<file path="src/rtl/switch_led_controller.sv">
// switch_led_controller
//   Debounces four slide switches and a mode pushbutton, then drives four LEDs
//   in one of three modes: PASS (LEDs mirror switches), CHASE (single walking
//   bit), BLINK (all LEDs toggle). A pattern tick paces CHASE and BLINK.
//
//   Optional feature macro: SWITCH_LED_BLINK_MODE_EN
//     defined   -> modes cycle PASS -> CHASE -> BLINK -> PASS
//     undefined -> BLINK is not built; modes cycle PASS -> CHASE -> PASS
//
//   Ports
//     iClk      : clock, all state updates on the rising edge
//     iRst_n    : asynchronous active-low reset
//     iSwitch   : raw slide switches (asynchronous to iClk)
//     iBtn      : raw mode-advance pushbutton (asynchronous to iClk)
//     oLED      : registered LED drive
//     oMode     : current mode (0=PASS, 1=CHASE, 2=BLINK)

// Per-bit synchronizer + debouncer. The counter tracks how many consecutive
// cycles the synchronized input has disagreed with the debounced value; any
// agreement clears it, so only an uninterrupted run of DEBOUNCE_CYCLES flips
// the output.
module switch_led_debounce #(
   parameter int DEBOUNCE_CYCLES = 1000000
) (
   input  logic iClk,
   input  logic iRst_n,
   input  logic iRaw,
   output logic oDeb
);
   localparam int CW = (DEBOUNCE_CYCLES > 1) ? $clog2(DEBOUNCE_CYCLES) : 1;
   localparam logic [CW-1:0] CNT_LAST = CW'(DEBOUNCE_CYCLES - 1);

   logic          sync1;
   logic          sync2;
   logic [CW-1:0] cnt;

   always_ff @(posedge iClk or negedge iRst_n) begin
      if (!iRst_n) begin
         sync1 <= 1'b0;
         sync2 <= 1'b0;
         cnt   <= '0;
         oDeb  <= 1'b0;
      end else begin
         sync1 <= iRaw;
         sync2 <= sync1;
         if (sync2 == oDeb) begin
            cnt <= '0;
         end else if (cnt == CNT_LAST) begin
            oDeb <= sync2;
            cnt  <= '0;
         end else begin
            cnt <= cnt + 1'b1;
         end
      end
   end
endmodule

module switch_led_controller #(
   parameter int DEBOUNCE_CYCLES = 1000000,
   parameter int TICK_CYCLES     = 25000000
) (
   input  logic       iClk,
   input  logic       iRst_n,
   input  logic [3:0] iSwitch,
   input  logic       iBtn,
   output logic [3:0] oLED,
   output logic [1:0] oMode
);
   localparam int TW = $clog2(TICK_CYCLES);
   localparam logic [TW-1:0] TICK_LAST = TW'(TICK_CYCLES - 1);
   localparam int NUM_IN = 5;

`ifdef SWITCH_LED_BLINK_MODE_EN
   typedef enum logic [1:0] {PASS = 2'd0, CHASE = 2'd1, BLINK = 2'd2} modeT;
`else
   typedef enum logic [1:0] {PASS = 2'd0, CHASE = 2'd1} modeT;
`endif

   logic [NUM_IN-1:0] rawBits;
   logic [NUM_IN-1:0] debBits;
   logic [3:0]        debSw;
   logic              debBtn;
   logic              btnPrev;
   logic              press;
   logic [TW-1:0]     tickCnt;
   logic              tick;
   modeT              state;
   modeT              stateNext;
   logic [3:0]        ledNext;

   assign rawBits = {iBtn, iSwitch};

   for (genvar g = 0; g < NUM_IN; g++) begin : gDeb
      switch_led_debounce #(.DEBOUNCE_CYCLES(DEBOUNCE_CYCLES)) uDeb (
         .iClk   (iClk),
         .iRst_n (iRst_n),
         .iRaw   (rawBits[g]),
         .oDeb   (debBits[g])
      );
   end

   assign debSw  = debBits[3:0];
   assign debBtn = debBits[4];

   // btnPrev resets to 0 alongside the debounced bit, so a button held through
   // reset yields no pulse until its debounced value actually rises.
   assign press = debBtn & ~btnPrev;
   assign tick  = (tickCnt == TICK_LAST);
   assign oMode = state;

   always_ff @(posedge iClk or negedge iRst_n) begin
      if (!iRst_n) begin
         state   <= PASS;
         oLED    <= 4'b0000;
         btnPrev <= 1'b0;
         tickCnt <= '0;
      end else begin
         state   <= stateNext;
         oLED    <= ledNext;
         btnPrev <= debBtn;
         // A mode change restarts the pattern period.
         tickCnt <= (press || tick) ? '0 : tickCnt + 1'b1;
      end
   end

   // A press outranks a coincident tick: the entry pattern is loaded and the
   // tick is dropped.
   always_comb begin
      stateNext = state;
      ledNext   = oLED;
      if (press) begin
         case (state)
            PASS: begin
               stateNext = CHASE;
               ledNext   = 4'b0001;
            end
`ifdef SWITCH_LED_BLINK_MODE_EN
            CHASE: begin
               stateNext = BLINK;
               ledNext   = 4'b1111;
            end
`endif
            default: begin
               stateNext = PASS;
               ledNext   = debSw;
            end
         endcase
      end else begin
         case (state)
            PASS:  ledNext = debSw;
            CHASE: if (tick) ledNext = {oLED[2:0], oLED[3]};
`ifdef SWITCH_LED_BLINK_MODE_EN
            BLINK: if (tick) ledNext = ~oLED;
`endif
            default: begin
               stateNext = PASS;
               ledNext   = debSw;
            end
         endcase
      end
   end
endmodule

</file>
<file path="config.mk">
export PLATFORM = sky130hd
export DESIGN_NAME = switch_led_controller
export DESIGN_NICKNAME = d
export VERILOG_FILES = /design/src/rtl/switch_led_controller.sv
export SDC_FILE = /design/constraint.sdc
export NUM_CORES = 1
export LEC_CHECK = 0
export BUFFER_PORTS_ARGS = -buffer_cell sky130_fd_sc_hd__buf_2
export CAP_MARGIN = 40
export CELL_PAD_IN_SITES_DETAIL_PLACEMENT = 0
export CELL_PAD_IN_SITES_GLOBAL_PLACEMENT = 1
export CORE_AREA = 2 2 152 154
export DETAILED_ROUTE_END_ITERATION = 10
export DIE_AREA = 0 0 154 156
export PLACE_DENSITY = 0.54
export SLEW_MARGIN = 40
export SYNTH_ARGS = -nofsm -noshare
export SYNTH_HDL_FRONTEND = slang
export SYNTH_SLANG_ARGS = --single-unit
</file>
<file path="constraint.sdc">
create_clock -name iClk -period 3.8 [get_ports iClk]
set_clock_uncertainty 0.15 [all_clocks]
set_input_delay 0.76 -clock iClk [delete_from_list [all_inputs] [get_ports iClk]]
set_output_delay 0.76 -clock iClk [all_outputs]
set_load 0.02 [all_outputs]
</file>
# After elaboration in Yosys (flattened, before gate mapping)
# Cells that the tools add are included.
[word_totals] reg_bits=147 input_bits=7
[classes] add_sub_neg=6 eq_ne=14 mux=18 n_reduce_logical=8 bitwise_logic=7
[op_table] op="20-bit two-way mux" count=10
[op_table] op="20-bit by 1-bit adder with 20-bit output, second input constant" count=5
[op_table] op="20-bit == test, second input constant" count=5
[op_table] op="25-bit by 1-bit adder with 25-bit output, second input constant" count=1
[op_table] op="25-bit == test, second input constant" count=1
[op_table] op="25-bit two-way mux" count=1
[op_table] op="4-bit two-way mux" count=4
[op_table] op="2-bit AND reduction" count=5
[op_table] op="1-bit NOT" count=6
[op_table] op="1-bit == test" count=5
[op_table] op="2-bit two-way mux" count=2
[op_table] op="3-bit != test, second input constant" count=1
[op_table] op="2-bit by 1-bit == test with 1-bit output, second input constant" count=1
[op_table] op="2-bit logical NOT" count=1
[op_table] op="2-bit by 1-bit != test with 1-bit output, second input constant" count=1
[op_table] op="2-bit OR reduction" count=1
[op_table] op="1-bit bitwise AND" count=1
[op_table] op="1-bit logical OR" count=1
[op_table] op="1-bit two-way mux" count=1

# Longest topological paths before layout
# Gate-level depths: netlist of run 1.
[logic_depth] word_depth=4 ltp_mapped=7

# Hierarchy
# A second synthesis of run 1 with hierarchy kept.
[hier_totals] hier_cells=696 area_unflattened_um2=7163.1
[modules_own_cells] module="switch_led_debounce" seq_area_each_um2=575.6 area_per_inst_um2=1114.8 cells_each=108 instances=5
[modules_own_cells] module="switch_led_controller" seq_area_each_um2=775.7 area_per_inst_um2=1589.0 cells_each=156 instances=1

# Worst setup path before layout of run 1
# OpenSTA, ideal clock, no wires.
[synth_path] path_type="register to register" start="register gDeb[2].uDeb.cnt[0]" end="register gDeb[2].uDeb.cnt[10]" arrival_ns=1.943 path_buffers=1 stages_incl_launch_ff=7 synth_period_minus_slack_ns=2.214 slack_ns=1.586 path_cell_list="dfrtp_1 ha_1 and4_1 nand2_1 o41ai_2 buf_2 nor2_1"
[synth_between] elab_chain_len=3 word_cells_on_any_way=4 cone_classes="1 x add/sub; 1 x eq/ne; 2 x mux"
[synth_rtl] item="start: declaration" line="35" rtl="logic [CW-1:0] cnt;"
[synth_rtl] item="start signal: assignment" line="52" rtl="cnt <= cnt + 1'b1;"
[synth_rtl] item="20-bit by 1-bit adder with 20-bit output / 20-bit == test (equally long branches)" line="52, 48"
[synth_rtl] item="20-bit two-way mux (*)" line="48" rtl="end else if (cnt == CNT_LAST) begin"
[synth_rtl] item="20-bit two-way mux (*)" line="46" rtl="if (sync2 == oDeb) begin"
# Mark *: on every way between the ends. The rest lies on a longest branch, timed or not.
# A chain may end at the register's enable or synchronous reset.

# Worst setup path in the final report of run 1
[layout_path] start="register gDeb[4].uDeb.cnt[6]" end="register gDeb[4].uDeb.cnt[5]"
[layout_between] elab_chain_len=3
[layout_rtl] item="start: declaration" line="35"
[layout_rtl] item="start signal: assignment" line="52"
[layout_rtl] item="20-bit == test" line="48"
[layout_rtl] item="20-bit two-way mux" line="48"
[layout_rtl] item="20-bit two-way mux" line="46"
# Every way passes these cells.

==> results of run 1 <==
==> through the flow <==
step           setup WS (ns)  instance area (sq um)  power, W  hold WS [ns]  cells
2_1_floorplan          1.586                   7044  0.001659        0.1812    708
3_3_place_gp           1.474                   7386  0.001709        0.1876    985
3_5_place_dp           1.431                   7386  0.001712        0.1863    985
4_1_cts                1.437                   7990  0.003460        0.2014   1017
5_1_grt                1.300                   7990  0.003540        0.2063   1017
6_report               1.450                   7990  0.003398        0.2003   1017
==> cells by family (layout without fill, tap and decap cells) <==
group                    count (synthesis)  in the layout  synth area share [%]
AO/OA/AOI/OAI                          110            110                 9.467
XOR/XNOR                                70             70                 8.703
adder cells (fa/ha/maj)                  6              6                 1.066
buffers and inverters                   47             71                 2.966
flip-flops                             146            146                 51.86
multiplexers                             5              5                0.7992
other                                    1              1               0.05323
AND/OR/NAND/NOR                        323            323                 25.08
==> power by group through the flow <==
stage / combinational (W) / sequential, W / clock, W
2_1_floorplan: 0.0000438 / 0.00162 / 0
3_3_place_gp: 0.0000907 / 0.00162 / 0
3_5_place_dp: 0.0000920 / 0.00162 / 0
4_1_cts: 0.0000926 / 0.00159 / 0.00178
5_1_grt: 0.000104 / 0.00159 / 0.00184
6_report: 0.0000880 / 0.00159 / 0.00172
==> state kept, by name, summed over array words and instances (netlist names) <==
signal	flops
gDeb.uDeb.oDeb	5
gDeb.uDeb.sync2	5
gDeb.uDeb.sync1	5
tickCnt	25
gDeb.uDeb.cnt	100
btnPrev	1
oMode	1
oLED	4
==> metal layers <==
layer	vias to the layer above	track usage, %	wire length (um)	share of wire [%]
met1	2572	16.73	7247	49
met2	58	21.18	6758	46
li1	2576	-	-	-
met4	0	3.872	136	0.93
met5	-	0	0	0
met3	10	3.389	509	3.5
==> worst paths after layout <==
path | end | slack [ns]
max in group asynchronous | gDeb[4].uDeb.cnt[17]$_DFF_PN0_ | 2.42
min reg2reg | gDeb[0].uDeb.sync2$_DFF_PN0_ | 0.20
max reg2reg | gDeb[4].uDeb.cnt[5]$_DFF_PN0_ | 1.45
min | gDeb[0].uDeb.sync2$_DFF_PN0_ | 0.20
max | gDeb[4].uDeb.cnt[5]$_DFF_PN0_ | 1.45
min in group asynchronous | gDeb[2].uDeb.cnt[8]$_DFF_PN0_ | 0.24
==> area by class of cell <==
class / instances / area, sq um / share of cell area [%]
multi-input combinational: 515 / 3182 / 39.82
sequential: 146 / 3654 / 45.72
inverter: 24 / 90.09 / 1.127
clock buffer: 20 / 446.7 / 5.590
timing repair buffer: 15 / 103.9 / 1.300
clock inverter: 12 / 157.7 / 1.973
tap: 285 / 356.6 / 4.463
==> layout by cell type, fill, tap and decap left out, drive strengths merged, types with 25 or more instances in the layout <==
| cell type | netlist | routed |
|---|---|---|
| dfrtp | 146 | 146 |
| xnor2 | 33 | 33 |
| a21oi | 49 | 49 |
| nor2 | 81 | 81 |
| nand2 | 37 | 37 |
| or3 | 27 | 27 |
| or4 | 34 | 34 |
| xor2 | 37 | 37 |
| o21ai | 30 | 30 |
| inv | 24 | 25 |
| nand3 | 55 | 55 |
| nand4 | 26 | 26 |
==> worst max-delay path, stage by stage, from the launching register on <==
cell	delay, ns
dfrtp_1	0.42
or4_1	0.52
or4_4	0.54
o21ai_4	0.47
nor2_1	0.10
==> key figures, run 1 <==
Status
  – Status: finished, final reports clean

STA
  – Worst Tran Pin Value: 0.7311 ns
  – Final TNS setup: 0 ns
  – RSZ-0062 raised after global routing: no
  – Final period utilization: 61.83%
  – Tmin final: 2.350 ns
  – Worst slew margin: 51.26%
  – Max Fclk: 425.6 MHz
  – Max-slew violations: 0
  – Final hold vios: 0
  – Final setup fails: 0

Power
  – VDD IR max: 0.2699 mV
  – Internal power: 0.002649 W
  – Register share of total power: 46.8%
  – Logic pwr share: 2.6%
  – Sw Pwr: 0.0007489 W
  – Clock power share: 50.6%
  – Power density cells: 425.2 nW/um^2
  – Sw Ratio: 22.04%
  – LEAKAGE: 3.183 nW

Global routing
  – Vias in the first global route: 5155
  – Total global-route track usage: 12.89%
  – Initial antenna violation count: 0
  – First-pass GRT wire length: 25320 um
  – Total grt overflow: 0
  – Largest net degree at the start of global routing: 77

Route
  – DRT iter0 DRCs: 328
  – Vias: 5216
  – Routed wire length: 14650 um
  – Pre-antenna DRT Iters: 4
  – Routed len/inst: 14.41 um
  – Post-route ant nets: 0
  – Vias/cell: 5.129
  – # DRC: 0

Synth
  – Avg Cell Area, Syn: 9.950 sq um
  – Post-Syn Area: 7044 sq um
  – Synth area leader: dfrtp_1
  – Cell count after synthesis: 708
  – Synthesized Nets: 721
  – Synth top area cells: dfrtp_1 52%, xor2_1 4.6%, nor2_1 4.3%
  – Top-count cell post-synth: dfrtp_1
  – Post-synthesis cell type count: 46
  – Register area share after synthesis: 51.87%
  – Ys flop type: dfrtp_1
  – Async set or reset register ratio after synthesis: 100.0%
  – Synth warn: 0
  – FF+latch count, synth: 146
  – Synth top area share: 51.87%
  – EDFF count, synth: 0
  – Commonest cells in the netlist: 146 x dfrtp_1, 81 x nor2_1, 53 x nand3_1

CTS
  – CTS tree: built
  – Bufs on Longest Clock Path: 2
  – Worst-path clk slew: 0.06 ns
  – Post_cts resized: 0
  – Postcts setup bufs: 0
  – Clk Latency, worst-skew pair: 0.42 ns
  – Hold_buf cts: 0
  – Clock sinks: 146
  – # H-tree levels: 4
  – Total CTS buffers: 17
  – Root Buffer: clkbuf_16

Die
  – Initial core utilization: 31.50%
  – Die area: 24020 sq um
  – Core Region: 22370 sq um
  – IO Count: 13
  – Die Width: 154 um
  – Row count: 55
  – Die H: 156 um

Place
  – Buffers on Ports: 11
  – Gpl congestion: 0.7471
  – Detailed placer's ending HPWL: 9553 um

Setup path
  – Crit end category: flip-flop
  – Worst Setup Start Kind: flip-flop
  – Worst EP arrival: 2.47 ns
  – Worst reg2reg path depth: 4
  – WP data required: 3.92 ns
  – Worst reg2reg startpoint: gDeb[4].uDeb.cnt[6]$_DFF_PN0_
  – Worst-path fanout max: 19
  – Crit path from: gDeb[4].uDeb.cnt[6]$_DFF_PN0_
  – Crit path kind: flip-flop to flip-flop

Finish
  – Nets: 732
  – FILL cells: 2226
  – Post-layout util: 35.73%
  – Area growth from synthesis to layout: 13.43%
  – N_diodes: 0
  – Share of layout cells above drive strength 1: 8.607%

Hold path
  – Worst hold path class: flip-flop to flip-flop
  – Min-delay src: gDeb[0].uDeb.sync1$_DFF_PN0_
  – Hold path cells: 0

Run
  – Max-Cap Viols: 0
(Power assumes the default switching activity.)
==> run 2: changes to the inputs <==
Clock period 3.8 ns to 2.4 ns, I/O delays scaled along.
==> run 2 against run 1 <==
Against the previous run: via count rose by 1.0%; global-route usage increased by 0.14 points; utilization is 0.36 points higher; sequential power up 58%; register-to-register slack lost 1.3 ns; critical path type unchanged; combinational power up 78%.
==> key figures, run 2 (synthesized netlist as in run 1, its figures left out) <==
Status
  – Status: finished, final reports clean

Hold path
  – Hold Path Sink: gDeb[1].uDeb.sync1$_DFF_PN0_
  – Worst hold path class: primary input to flip-flop
  – Min-delay src: iSwitch[1]
  – Hold path cells: 1 (+1)

Route
  – DRT iter0 DRCs: 213 (-35%)
  – Post-route ant nets: 0 (unchanged)
  – Pre-antenna DRT Iters: 4 (unchanged)
  – Vias/cell: 5.110 (-0.37%)
  – Vias: 5268 (+1.0%)
  – # DRC: 0 (unchanged)
  – Routed wire length: 14430 um (-1.5%)
  – Routed len/inst: 13.99 um (-2.9%)

Power
  – Overall power: 0.005072 W (+49%)
  – VDD IR max: 0.4972 mV (+84%)
  – Power density cells: 628.4 nW/um^2 (+48%)
  – LEAKAGE: 3.243 nW (+1.9%)

Setup path
  – Worst reg-to-reg setup slack: 0.10 ns (-1.35 ns)
  – Crit end category: flip-flop
  – Worst reg2reg startpoint: gDeb[4].uDeb.cnt[0]$_DFF_PN0_
  – WP data required: 2.60 ns (-1.32 ns)
  – Worst reg2reg path depth: 5 (+1)
  – Crit path kind: flip-flop to flip-flop
  – Worst EP arrival: 2.50 ns (+0.03 ns)
  – Worst Setup Start Kind: flip-flop
  – FF-to-FF End: gDeb[4].uDeb.cnt[18]$_DFF_PN0_
  – Worst-path fanout max: 8 (-11)

Global routing
  – First-pass GRT wire length: 25630 um (+1.3%)
  – Vias in the first global route: 5343 (+3.6%)
  – Total grt overflow: 0 (unchanged)
  – Initial antenna violation count: 0 (unchanged)
  – Largest net degree at the start of global routing: 45 (-42%)
  – Total global-route track usage: 13.02% (+0.14 points)

Die
  – Die Width: 154 um (unchanged)
  – Die area: 24020 sq um (unchanged)
  – Row count: 55 (unchanged)
  – Die H: 156 um (unchanged)
  – IO Count: 13 (unchanged)
  – Initial core utilization: 31.50% (unchanged)
  – Core Region: 22370 sq um (unchanged)

STA
  – Final setup fails: 0 (unchanged)
  – Final period utilization: 95.75% (+34 points)
  – RSZ-0062 raised after global routing: no
  – Max Fclk: 435.1 MHz (+2.2%)
  – Tmin final: 2.298 ns (-0.05157 ns)
  – Max-slew violations: 0 (unchanged)
  – Final TNS setup: 0 ns (unchanged)
  – Final hold vios: 0 (unchanged)

Finish
  – Area growth from synthesis to layout: 14.58%
  – N_diodes: 0 (unchanged)
  – Largest regs: gDeb.uDeb.cnt x100, tickCnt x25
  – Number of flip-flops in the largest register: 100 (unchanged)
  – Share of layout cells above drive strength 1: 9.786% (+1.2 points)
  – Top reg by flops: gDeb.uDeb.cnt
  – FILL cells: 2261 (+1.6%)
  – Nets: 747 (+2.0%)
  – Most frequent cells in the layout: 146 x dfrtp_1, 81 x nor2_1, 53 x nand3_1, 48 x a21oi_1
  – Most common cell after layout, fill and taps aside: dfrtp_1

Place
  – Buffers on Ports: 11 (unchanged)
  – Detailed placer's ending HPWL: 9927 um (+3.9%)
  – Gpl congestion: 0.7725 (+3.4%)

CTS
  – Total CTS buffers: 17 (unchanged)
  – Postcts setup bufs: 0 (unchanged)
  – Root Buffer: clkbuf_16
  – Clk Latency, worst-skew pair: 0.42 ns (about the same)
  – Bufs on Longest Clock Path: 2 (unchanged)
  – CTS tree: built
  – Clock sinks: 146 (unchanged)
  – Worst-path clk slew: 0.06 ns (about the same)
  – # H-tree levels: 4 (unchanged)

Run
  – Max-Cap Viols: 0 (unchanged)
## run 2: repair_timing
action | CTS | global route
setup endpoints to repair | 0 | 1
gates resized for setup | 0 | 1
hold buffers | 2 | 0
endpoints found under the hold margin | 40 | 0
## run 2: where the power goes
| part | internal [W] | switching [W] | total (W) |
|---|---|---|---|
| Combinational | 0.0000509 | 0.000106 | 0.000157 |
| Clock | 0.00142 | 0.000977 | 0.00240 |
| Sequential | 0.00249 | 0.0000272 | 0.00252 |
## run 2: through the flow
step	cell area, sq um	hold WS (ns)	worst slack (ns)	instances	utilization [%]
after global routing	8071	0.001740	0.03809	1031	36.09
after global placement	7521	0.1838	0.1551	998	33.63
final	8071	0.02186	0.1019	1031	36.09
after detailed placement	7521	0.1863	0.1092	998	33.63
after CTS	8068	0.0007351	0.09824	1031	36.07
after floorplan	7044	0.03441	0.1856	708	-
## run 2: layout make-up
| type | instances | area (sq um) | area share, % |
|---|---|---|---|
| timing repair buffer | 30 | 259.0 | 3.209 |
| multi-input combinational | 515 | 3186 | 39.47 |
| tap | 285 | 356.6 | 4.418 |
| inverter | 24 | 90.09 | 1.116 |
| sequential | 146 | 3654 | 45.26 |
| clock inverter | 5 | 27.53 | 0.3410 |
| clock buffer | 26 | 499.2 | 6.185 |
## run 2: worst max-delay path, cell delays in order (launching register included)
cell and delay, ns:
dfrtp_1 0.41, ha_1 0.25, nand2_1 0.11, or4_1 0.65
or4_4 0.53, a21oi_2 0.14
## run 2: routing by layer
layer / vias up / track usage [%] / share of wire (%)
li1: 2610 / - / -
met4: 0 / 4.584 / 1.3
met1: 2583 / 16.73 / 49
met2: 60 / 21.40 / 46
met3: 15 / 3.306 / 3.2
met5: - / 0 / 0
## run 2: how the worst max path moves through the flow
stage                                  startpoint                             end  slack, ns
CTS                 gDeb[4].uDeb.cnt[0]$_DFF_PN0_  gDeb[4].uDeb.cnt[18]$_DFF_PN0_        0.1
global route        gDeb[4].uDeb.cnt[0]$_DFF_PN0_  gDeb[4].uDeb.cnt[18]$_DFF_PN0_       0.04
finish              gDeb[4].uDeb.cnt[0]$_DFF_PN0_  gDeb[4].uDeb.cnt[18]$_DFF_PN0_       0.10
global placement    gDeb[4].uDeb.cnt[0]$_DFF_PN0_  gDeb[4].uDeb.cnt[18]$_DFF_PN0_       0.16
detailed placement  gDeb[4].uDeb.cnt[0]$_DFF_PN0_  gDeb[4].uDeb.cnt[18]$_DFF_PN0_       0.11
floorplan           gDeb[2].uDeb.cnt[0]$_DFF_PN0_  gDeb[2].uDeb.cnt[10]$_DFF_PN0_       0.19
